`src/rtl/gcd_bus_frontend.sv`:
```
// gcd_bus_frontend: CPU-bus slave register bank in front of the GCD engine.
// Owns operands A1/A2, result W and status S. Issues a held start request
// to the engine, captures its result, and generates the engine clock-enable.
module gcd_bus_frontend #(
   parameter logic [15:0] BASE_ADDR = 16'h0100,
   parameter int unsigned CLK_DIV   = 1,
   parameter int unsigned CNT_W     = 8
) (
   input  logic        clk,
   input  logic        n_reset,
   input  logic [15:0] saddress,
   input  logic        srd,
   input  logic        swr,
   input  logic [31:0] sdata_in,
   output logic [31:0] sdata_out,
   output logic [31:0] gpio_out,
   output logic        eng_clk_en,
   output logic        eng_start,
   output logic [31:0] eng_a,
   output logic [31:0] eng_b,
   input  logic        eng_working,
   input  logic        eng_done,
   input  logic [31:0] eng_result
);

   localparam logic [15:0] ADDR_A1   = BASE_ADDR;
   localparam logic [15:0] ADDR_A2   = BASE_ADDR + 16'h0004;
   localparam logic [15:0] ADDR_CTRL = BASE_ADDR + 16'h0008;
   localparam logic [15:0] ADDR_W    = BASE_ADDR + 16'h000C;
   localparam logic [15:0] ADDR_S    = BASE_ADDR + 16'h0010;
   localparam logic [7:0]  DIV_LAST  = 8'(CLK_DIV - 1);
   localparam logic [CNT_W-1:0] CNT_ONE = {{(CNT_W-1){1'b0}}, 1'b1};

   logic             r_srd_q, r_swr_q;
   logic [31:0]      r_a1, r_a2, r_w, r_sdata_out;
   logic [31:0]      r_eng_a, r_eng_b;
   logic             r_eng_start;
   logic             r_done, r_err, r_ovr;
   logic [CNT_W-1:0] r_count;
   logic [7:0]       r_pre;
   logic             r_clk_en;

   logic        w_wr_edge, w_rd_edge;
   logic        w_start_req, w_busy, w_zero_op, w_start_ok, w_rd_w;
   logic [7:0]  w_pre_nxt;
   logic [31:0] w_status, w_rd_data;

   // A write edge masks a simultaneous read edge so only the write happens.
   assign w_wr_edge   = swr & ~r_swr_q;
   assign w_rd_edge   = srd & ~r_srd_q & ~w_wr_edge;
   assign w_start_req = w_wr_edge & (saddress == ADDR_CTRL) & sdata_in[0];
   // Busy is taken from the pre-update state, so a done in the same cycle
   // does not make a start look idle.
   assign w_busy      = r_eng_start | eng_working;
   assign w_zero_op   = (r_a1 == 32'd0) | (r_a2 == 32'd0);
   assign w_start_ok  = w_start_req & ~w_busy & ~w_zero_op;
   assign w_rd_w      = w_rd_edge & (saddress == ADDR_W);
   assign w_pre_nxt   = (r_pre == DIV_LAST) ? 8'd0 : r_pre + 8'd1;

   // Assemble status word and the read-data mux.
   always_comb begin
      w_status              = '0;
      w_status[0]           = w_busy;
      w_status[1]           = r_done;
      w_status[2]           = r_err;
      w_status[3]           = r_ovr;
      w_status[8 +: CNT_W]  = r_count;
      w_rd_data             = '0;
      case (saddress)
         ADDR_A1: w_rd_data = r_a1;
         ADDR_A2: w_rd_data = r_a2;
         ADDR_W:  w_rd_data = r_w;
         ADDR_S:  w_rd_data = w_status;
         default: w_rd_data = '0;
      endcase
   end

   // Strobe history for edge detection.
   always_ff @(posedge clk or negedge n_reset) begin
      if (!n_reset) begin
         r_srd_q <= 1'b0;
         r_swr_q <= 1'b0;
      end else begin
         r_srd_q <= srd;
         r_swr_q <= swr;
      end
   end

   // Operand registers; writable at any time, the engine holds its own copy.
   always_ff @(posedge clk or negedge n_reset) begin
      if (!n_reset) begin
         r_a1 <= '0;
         r_a2 <= '0;
      end else if (w_wr_edge) begin
         if (saddress == ADDR_A1) r_a1 <= sdata_in;
         if (saddress == ADDR_A2) r_a2 <= sdata_in;
      end
   end

   // Registered read data, held until the next read access.
   always_ff @(posedge clk or negedge n_reset) begin
      if (!n_reset)       r_sdata_out <= '0;
      else if (w_rd_edge) r_sdata_out <= w_rd_data;
   end

   // Start request: launched with operand snapshot, held until engine busy.
   always_ff @(posedge clk or negedge n_reset) begin
      if (!n_reset) begin
         r_eng_start <= 1'b0;
         r_eng_a     <= '0;
         r_eng_b     <= '0;
      end else if (w_start_ok) begin
         r_eng_start <= 1'b1;
         r_eng_a     <= r_a1;
         r_eng_b     <= r_a2;
      end else if (r_eng_start && eng_working) begin
         r_eng_start <= 1'b0;
      end
   end

   // Result capture and sticky status; a done set beats any clear.
   always_ff @(posedge clk or negedge n_reset) begin
      if (!n_reset) begin
         r_w     <= '0;
         r_done  <= 1'b0;
         r_err   <= 1'b0;
         r_ovr   <= 1'b0;
         r_count <= '0;
      end else begin
         if (w_start_req) begin
            if (w_busy) begin
               r_ovr <= 1'b1;
            end else if (w_zero_op) begin
               r_err <= 1'b1;
            end else begin
               r_err <= 1'b0;
               r_ovr <= 1'b0;
            end
         end
         if (eng_done) begin
            r_w     <= eng_result;
            r_done  <= 1'b1;
            r_count <= r_count + CNT_ONE;
         end else if (w_start_ok || w_rd_w) begin
            r_done  <= 1'b0;
         end
      end
   end

   // Prescaler; clock-enable is registered so it stays low during reset.
   always_ff @(posedge clk or negedge n_reset) begin
      if (!n_reset) begin
         r_pre    <= 8'd0;
         r_clk_en <= 1'b0;
      end else begin
         r_pre    <= w_pre_nxt;
         r_clk_en <= (w_pre_nxt == DIV_LAST);
      end
   end

   assign sdata_out  = r_sdata_out;
   assign gpio_out   = r_w;
   assign eng_clk_en = r_clk_en;
   assign eng_start  = r_eng_start;
   assign eng_a      = r_eng_a;
   assign eng_b      = r_eng_b;

endmodule
```
`config.mk`:
```
export PLATFORM = sky130hd
export DESIGN_NAME = gcd_bus_frontend
export DESIGN_NICKNAME = d
export VERILOG_FILES = /design/src/rtl/gcd_bus_frontend.sv
export SDC_FILE = /design/constraint.sdc
export NUM_CORES = 1
export LEC_CHECK = 0
export CAP_MARGIN = 10
export CORE_ASPECT_RATIO = 2
export CORE_MARGIN = 2
export CORE_UTILIZATION = 45
export CTS_BUF_LIST = sky130_fd_sc_hd__clkbuf_4
export CTS_CLUSTER_DIAMETER = 60
export DETAILED_ROUTE_END_ITERATION = 7
export GPL_TIMING_DRIVEN = 0
export PLACE_DENSITY = 0.74
export SYNTH_ARGS = -nofsm -noshare
export SYNTH_HDL_FRONTEND = slang
export SYNTH_SLANG_ARGS = --single-unit
export TNS_END_PERCENT = 100
```
`constraint.sdc`:
```
create_clock -name clk -period 4.05 [get_ports clk]
set_input_delay 0.81 -clock clk [delete_from_list [all_inputs] [get_ports clk]]
set_output_delay 0.81 -clock clk [all_outputs]
set_load 0.005 [all_outputs]
```
## Yosys cells after proc, flatten, opt, wreduce, memory -nomap -nowiden

Index checks and enable logic that the tools add are counted.
W data, S select, Z words.

- Bits in registers: 215
- Bits of input ports: 86
- Output and inout port bits: 130
- Logic and storage cells: 59

- Add/subtract/negate cells: 2
- Equal/unequal tests: 6
- Mux-type cells: 9
- Bitwise logic cells: 15
- Reduce and logical (&&, ||, !) cells: 12

Operators with widths:

| kind | number |
|---|---|
| $pmux W32 S4 | 1 |
| $eq A16 B9 Y1 const B | 5 |
| $logic_not A32 Y1 | 2 |
| $add A8 B1 Y8 const B | 2 |
| $logic_not A8 Y1 | 2 |
| $and A1 B1 Y1 | 8 |
| $mux W8 | 1 |
| $reduce_and A2 Y1 | 4 |
| $mux W1 | 7 |
| $not A1 Y1 | 5 |
| $reduce_bool A2 Y1 | 2 |
| $ne A2 B2 Y1 const B | 1 |
| $or A1 B1 Y1 | 2 |
| $logic_and A1 B1 Y1 | 1 |
| $logic_or A1 B1 Y1 | 1 |

## Longest topological paths before layout

Gate-level depths: netlist of the first run.

- Word-level depth: 9
- Mapped depth: 8
- Depth with buffers taken out: 6

## Least setup slack after synthesis of the first run

OpenSTA, ideal clock, no wires.

- Path kind: input-to-reg
- Start point: input port saddress[11]
- End point: register r_eng_a[0] (netlist: eng_a[0])
- Setup time: 125 ps
- Arrival time: 2498 ps
- Data required time: 3925 ps
- Path slack: 1428 ps
- Stages: 8
- Buffers on the path: 3
- Path through: nor4b_1 -> and4_1 -> buf_2 -> nand4_2 -> nor4_2 -> buf_4 -> buf_6 -> mux2_2

- Cells in the longest elaborated chain, start to end: 5

RTL lines:

| what | line | RTL |
|---|---|---|
| start: declaration | 11 | `input logic [15:0] saddress,` |
| $eq A16 B9 Y1 | 51 | `assign w_start_req = w_wr_edge & (saddress == ADDR_CTRL) & sdata_in[0];` |
| $and A1 B1 Y1 (2 in a row) | 51 |  |
| $and A1 B1 Y1 (2 in a row) | 56 | `assign w_start_ok = w_start_req & ~w_busy & ~w_zero_op;` |
| end signal: assignment | 114 | `r_eng_a <= r_a1;` |
| end: declaration | 36 | `logic [31:0] r_eng_a, r_eng_b;` |

No other way between the ends.
A chain may end at the register's enable or synchronous reset.

## Final worst setup path of the first run

- Start point: input port swr
- End point: register r_eng_b[16] (netlist: eng_b[16])

- Cells in the longest elaborated chain, start to end: 5

RTL lines:

| what | line | RTL |
|---|---|---|
| start: declaration | 13 | `input logic swr,` |
| $and A1 B1 Y1 | 49 | `assign w_wr_edge = swr & ~r_swr_q;` |
| $and A1 B1 Y1 (2 in a row) | 51 |  |
| $and A1 B1 Y1 (2 in a row) | 56 |  |
| end signal: assignment | 115 | `r_eng_b <= r_a2;` |
| end: declaration | 36 |  |

No other way between the ends.

==> flow_metrics.env, run 1 <==
export IMPL_status="complete, no violations"
export IMPL_synth_edff_count=0
export IMPL_r2r_slack_ns=1.62
export IMPL_cts_buffers_inserted=50
export IMPL_worst_pin_slew_ns=0.781
export IMPL_crit_type="primary input to flop"
export IMPL_drv_slew=0
export IMPL_ys_top_cells_by_area="dfrtp_1, mux2_2, mux2_1"
export IMPL_grt_pass1_vias=6983
export IMPL_met1_usage=0.253
export IMPL_setup_viol=0
export IMPL_cts_resized=0
export IMPL_clk_pin_slew_ns=0.07
export IMPL_async_flop_share=1.00
export IMPL_cts_root_buffer="clkbuf_4"
export IMPL_area_growth_pct=34.9
export IMPL_worstSkewPairLatency_ns=0.69
export IMPL_core_area_um2=19700
export IMPL_dpl_cell_area_um2=11500
export IMPL_drt_pass1_iterations=5
export IMPL_yosysWarnings=0
export IMPL_use_met3=0.0556
export IMPL_peakVddDrop_uv=257
export IMPL_initial_utilization=0.455
export IMPL_place_port_buffers=213
export IMPL_avgRoutedWirePerCell_um=21.3
export IMPL_worst_hold_path_type="primary input to async pin"
export IMPL_post_drt_via_cell_ratio=5.38
export IMPL_nFillCells=1669
export IMPL_post_route_drc_count=0
export IMPL_grt_busiest_layer="met2"
export IMPL_synth_common_cells="dfrtp_1, mux2_2, a22oi_1"
export IMPL_finalHoldViolations=0
export IMPL_vias=6468
export IMPL_postCtsSetupBuffers=0
export IMPL_leakagePower_nw=5.59
export IMPL_synth_area_leader_cell="dfrtp_1"
export IMPL_drive_gt1_frac=0.271
export IMPL_period_needed_ns=2.71
export IMPL_endpoint="eng_b[16]"
export IMPL_holdWs_ns=0.131
export IMPL_arrival_ns=3.24
export IMPL_dp_hpwl_um=19200
export IMPL_syn_num_nets=728
export IMPL_cap_violations=0
export IMPL_wirelength_um=25700
export IMPL_die_h_um=204
export IMPL_pin_count=216
export IMPL_grt_use_total=0.246
export IMPL_finalCritPeriodShare=0.668
export IMPL_worstPathRequired_ns=4.58
export IMPL_final_antenna_net_count=0
export IMPL_power_density_nw_per_um2=361
export IMPL_htreeDepth=2
export IMPL_first_iter_violations=232
export IMPL_antenna_found_initial=1
export IMPL_fin_area_um2=12100
export IMPL_rows=73
export IMPL_cts_tree="yes"
export IMPL_cts_hold_buffers_added=0
export IMPL_grt_first_pass_wirelength_um=40000
export IMPL_design_die_area_um2=21200
export IMPL_nets=994
export IMPL_yosysTopAreaCellShare=0.600
export IMPL_yosysSeqAreaShare=0.600
export IMPL_reg2regPathDepth=7
export IMPL_worst_setup_path_start_kind="primary input"
export IMPL_crit_path_max_fanout=10
export IMPL_met2_usage=0.469
export IMPL_final_setup_skew_ns=0.0705
export IMPL_avgSynthCellArea_um2=14.0
export IMPL_gp_congestion=0.836
export IMPL_ys_ff_latch=215
export IMPL_fp_dieW_um=104
export IMPL_cts_sinks=215
export IMPL_critPathLaunch="swr"
export IMPL_yosysUniqueCellTypes=41
export IMPL_synth_most_common_cell="dfrtp_1"
export IMPL_crit_path_end_kind="flop"
export IMPL_cts_path_max_buffers=3
export IMPL_slew_limit_headroom=0.474
export IMPL_fmax_mhz=370
export IMPL_r2r_end="eng_a[23]"
export IMPL_synthCells=639
export IMPL_reg2reg_from="r_a1[4]"
export IMPL_grt_max_degree=119
export IMPL_rsz0062_at_grt="no"
export IMPL_overflow=0
export IMPL_syn_cell_area_um2=8970
export IMPL_ys_flop_type="dfrtp_1"
==> where the power goes <==
part           total (W)  internal [W]  switching, W
sequential       0.00229       0.00221     0.0000749
clock            0.00174      0.000896      0.000846
combinational   0.000332      0.000198      0.000133
==> per-stage QoR <==
| stage | util | setup WS [ns] | power, W | instances | setup TNS [ns] |
|---|---|---|---|---|---|
| after floorplan | - | 1.43 | 0.00242 | 639 | 0 |
| after global placement | 0.579 | -6.81 | 0.00265 | 1114 | -1459.28 |
| after detailed placement | 0.581 | 0.687 | 0.00266 | 1115 | 0 |
| after CTS | 0.613 | 1.38 | 0.00441 | 1202 | 0 |
| after global routing | 0.613 | 1.20 | 0.00455 | 1203 | 0 |
| final | 0.613 | 1.34 | 0.00436 | 1203 | 0 |
==> worst min path at each step <==
stage / start / to / slack (ns) / cells past startpoint
global placement: sdata_out[25] / sdata_out[25] / 0.46 / 2
floorplan: r_count[7] / r_count[7] / 0.44 / 1
detailed placement: r_count[7] / r_count[7] / 0.46 / 1
finish: n_reset / sdata_out[24] / 0.13 / 1
global route: n_reset / sdata_out[21] / 0.18 / 1
CTS: n_reset / sdata_out[23] / 0.14 / 1
==> placed cells by master (no fill, tap or decap), drive strengths merged <==
cell type / count
a21oi: 1
a22oi: 43
a2bb2oi: 1
a32o: 1
and2: 2
and3: 4
and4: 2
buf: 17
bufinv: 1
clkbuf: 96
clkdlybuf4s50: 212
clkinv: 10
dfrtp: 215
diode: 1
ha: 3
inv: 6
mux2: 193
nand2: 26
nand3: 6
nand4: 8
nor2: 10
nor2b: 5
nor3: 2
nor3b: 2
nor4: 20
nor4b: 2
o211ai: 1
o21ai: 32
o21ba: 1
o21bai: 1
o22ai: 1
or2: 1
or3b: 1
or4b: 1
xnor2: 8
xor2: 5
==> routing by layer <==
layer / up-vias / routed length, µm
met2: 226 / 14500
met3: 64 / 1420
met5: - / 0
met4: 0 / 961
met1: 3263 / 8810
li1: 2915 / -
==> flip-flops by register name, indices dropped and copies added (netlist names) <==
signal and cells:
eng_a 32, eng_b 32, gpio_out 32, r_a1 32
r_a2 32, sdata_out 32, r_count 8, r_pre 8
eng_clk_en 1, eng_start 1, r_done 1, r_err 1
r_ovr 1, r_srd_q 1, r_swr_q 1
==> worst max-delay path: stages <==
cell	delay [ns]
clkdlybuf4s50_1	0.47
nor2b_1	0.35
nor2b_1	0.25
nand4_2	0.19
nor4_2	0.32
buf_4	0.28
buf_6	0.21
mux2_2	0.35
==> cells by family after synthesis <==
logic type               after synthesis  share of synthesized area
adder cells (fa/ha/maj)                3                    0.00418
flip-flops                           215                      0.600
multiplexers                         193                      0.242
buffers and inverters                 41                     0.0229
XOR/XNOR                              13                     0.0127
AND/OR/NAND/NOR                       92                     0.0583
AO/OA/AOI/OAI                         82                     0.0600
==> cell type report <==
cell class	instances	area, µm²	share of cell area
sequential	215	5380	0.445
multi-input combinational	383	3390	0.280
timing repair buffer	214	2160	0.179
clock buffer	74	556	0.0459
tap	262	328	0.0271
buffer	37	190	0.0157
clock inverter	13	76.3	0.00631
inverter	4	15.0	0.00124
antenna	1	2.50	0.000207
No activity file was read; power rests on OpenSTA's default activity.
==> run 2: changes to the inputs <==
--- a/config.mk
+++ b/config.mk
@@ -13,7 +13,7 @@
 export CTS_CLUSTER_DIAMETER = 60
 export DETAILED_ROUTE_END_ITERATION = 7
 export GPL_TIMING_DRIVEN = 0
-export PLACE_DENSITY = 0.74
+export PLACE_DENSITY = 0.76
 export SYNTH_ARGS = -nofsm -noshare
 export SYNTH_HDL_FRONTEND = slang
 export SYNTH_SLANG_ARGS = --single-unit
==> constraint.sdc (replaced) <==
create_clock -name clk -period 2.2 [get_ports clk]
set_input_delay 0.44 -clock clk [delete_from_list [all_inputs] [get_ports clk]]
set_output_delay 0.44 -clock clk [all_outputs]
set_load 0.005 [all_outputs]
==> run 2 against run 1 <==
Against the previous run:
- non-clock buffer count rose by 16
- setup slack got worse by 1.3 ns
- first-iteration DRC count rose by 15%
- die area did not move
- clock-buffer cell count fell by 6
==> flow_metrics.env, run 2 (synthesized netlist as in run 1, its figures left out) <==
export IMPL_status="complete, no violations"
export IMPL_finalCritPeriodShare=0.999
export IMPL_dp_cells=1115
export IMPL_worstPathRequired_ns=2.73
export IMPL_initial_utilization=0.455
export IMPL_grt_use_total=0.247
export IMPL_die_h_um=204
export IMPL_slowest_stage="dfrtp_1"
export IMPL_gp_congestion=0.808
export IMPL_dp_hpwl_um=19200
export IMPL_vias=6506
export IMPL_final_antenna_net_count=0
export IMPL_rows=73
export IMPL_cts_buffers_inserted=48
export IMPL_worst_hold_path_type="primary input to flop"
export IMPL_arrival_ns=2.73
export IMPL_avgRoutedWirePerCell_um=22.2
export IMPL_cts_sinks=215
export IMPL_nets=1008
export IMPL_finalHoldViolations=0
export IMPL_fp_dieW_um=104
export IMPL_setup_viol=0
export IMPL_worst_pin_slew_ns=0.815
export IMPL_power_density_nw_per_um2=622
export IMPL_first_iter_violations=267
export IMPL_drive_gt1_frac=0.305
export IMPL_fmax_mhz=455
export IMPL_worst_setup_path_start_kind="flop"
export IMPL_cts_tree="yes"
export IMPL_htreeDepth=2
export IMPL_crit_type="flop to flop"
export IMPL_crit_path_end_kind="flop"
export IMPL_leakagePower_nw=5.78
export IMPL_final_cell_mix="dfrtp_1, clkdlybuf4s50_1, mux2_2"
export IMPL_core_area_um2=19700
export IMPL_postLayoutCoreUtil=0.632
export IMPL_layout_commonest_cell="dfrtp_1"
export IMPL_crit_chain="nor2b_4 > nor2b_4 > nand4_4 > nor4_4 > buf_6 > buf_12 > mux2_2"
export IMPL_grt_max_degree=114
export IMPL_multi_input_area_um2=3600
export IMPL_final_seq_area_um2=5380
export IMPL_cpMostUsedCell="nor2b_4"
export IMPL_area_growth_pct=39.1
export IMPL_drv_slew=0
export IMPL_period_needed_ns=2.20
export IMPL_grt_pass1_vias=6974
export IMPL_crit_path_max_fanout=10
export IMPL_place_port_buffers=213
export IMPL_rsz0062_at_grt="yes"
export IMPL_cap_violations=0
export IMPL_slew_limit_headroom=0.456
export IMPL_post_route_drc_count=0
export IMPL_overflow=0
export IMPL_grt_first_pass_wirelength_um=39900
export IMPL_cp_slowest_stage_delay_ns=0.40
export IMPL_worstSkewPairLatency_ns=0.68
export IMPL_cts_path_max_buffers=3
export IMPL_design_die_area_um2=21200
export IMPL_wirelength_um=26900
export IMPL_final_setup_skew_ns=0.0404
export IMPL_antenna_found_initial=3
export IMPL_cts_root_buffer="clkbuf_4"
export IMPL_drt_pass1_iterations=5
export IMPL_instances_no_fill=1210
export IMPL_clk_pin_slew_ns=0.07
export IMPL_pin_count=216
export IMPL_nFillCells=1582
export IMPL_p_total_w=0.00776
export IMPL_post_drt_via_cell_ratio=5.38
export IMPL_peakVddDrop_uv=422
-- run 2: cell count changes in the layout (fill, tap and decap cells not counted), moves of 7 or more --
cell,change
mux2_2,-15
mux2_1,-9
buf_4,+12
mux2_4,+24
clkdlybuf4s50_1,-7
nor4_1,-8
dlymetal6s2s_1,+7
-- run 2: stage by stage --
stage | setup WS (ns) | hold WS (ns) | area [µm²] | TNS [ns]
finish | 0.00188 | 0.250 | 12500 | 0
global route | -0.0444 | 0.235 | 12500 | -1.04
detailed placement | -0.818 | 0.473 | 11500 | -114.06
global placement | -8.26 | 0.465 | 11500 | -1879.37
CTS | -0.0277 | 0.233 | 12100 | -0.630
floorplan | 0.00861 | 0.144 | 8990 | 0
-- run 2: final cells by class --
class / count / area share
Tap cell: 262 / 0.0263
Clock buffer: 68 / 0.0409
Sequential cell: 215 / 0.431
Buffer: 35 / 0.0192
Antenna cell: 3 / 0.000602
Multi-Input combinational cell: 383 / 0.288
Inverter: 4 / 0.00120
Timing Repair Buffer: 232 / 0.190
Clock inverter: 8 / 0.00241
-- run 2: routing by layer --
| metal | vias up | part of all wire | GRT usage |
|---|---|---|---|
| li1 | 2934 | - | - |
| met1 | 3269 | 0.34 | 0.252 |
| met4 | 0 | 0.046 | 0.147 |
| met3 | 63 | 0.060 | 0.0588 |
| met2 | 240 | 0.55 | 0.454 |
| met5 | - | 0 | 0 |
-- run 2: worst max-delay path, delay by kind of cell (launching register included) --
family        cells  cell delay, ns
flops             1            0.40
simple gates      4            0.84
buf+inv           2            0.45
mux               1            0.33
-- run 2: worst paths after layout --
check | from | to | slack [ns] | cells after the start
worst max-delay path | r_swr_q | eng_a[20] | 0.002 | 7
worst min register to register | sdata_out[18] | sdata_out[18] | 0.48 | 2
min in group asynchronous | n_reset | sdata_out[24] | 0.39 | 2
worst min-delay path | swr | r_swr_q | 0.25 | 1
worst max register to register | r_swr_q | eng_a[20] | 0.002 | 7
max in group asynchronous | n_reset | r_a1[2] | 0.82 | 3
-- run 2: timing repair --
action                                  4_1_cts  5_1_grt
buffers inserted                              4        9
cloned                                        0        4
hold endpoints to repair                    102        0
endpoints found under the setup margin      109      135
resized for setup                             9       55
pin swaps                                     0        5
hold buffers                                  1        0
-- run 2: power by group --
group	leakage, nW	total (W)	switching, W	internal [W]
clock	0.331	0.00292	0.00152	0.00140
combinational	2.55	0.000627	0.000256	0.000372
sequential	2.90	0.00421	0.000136	0.00408
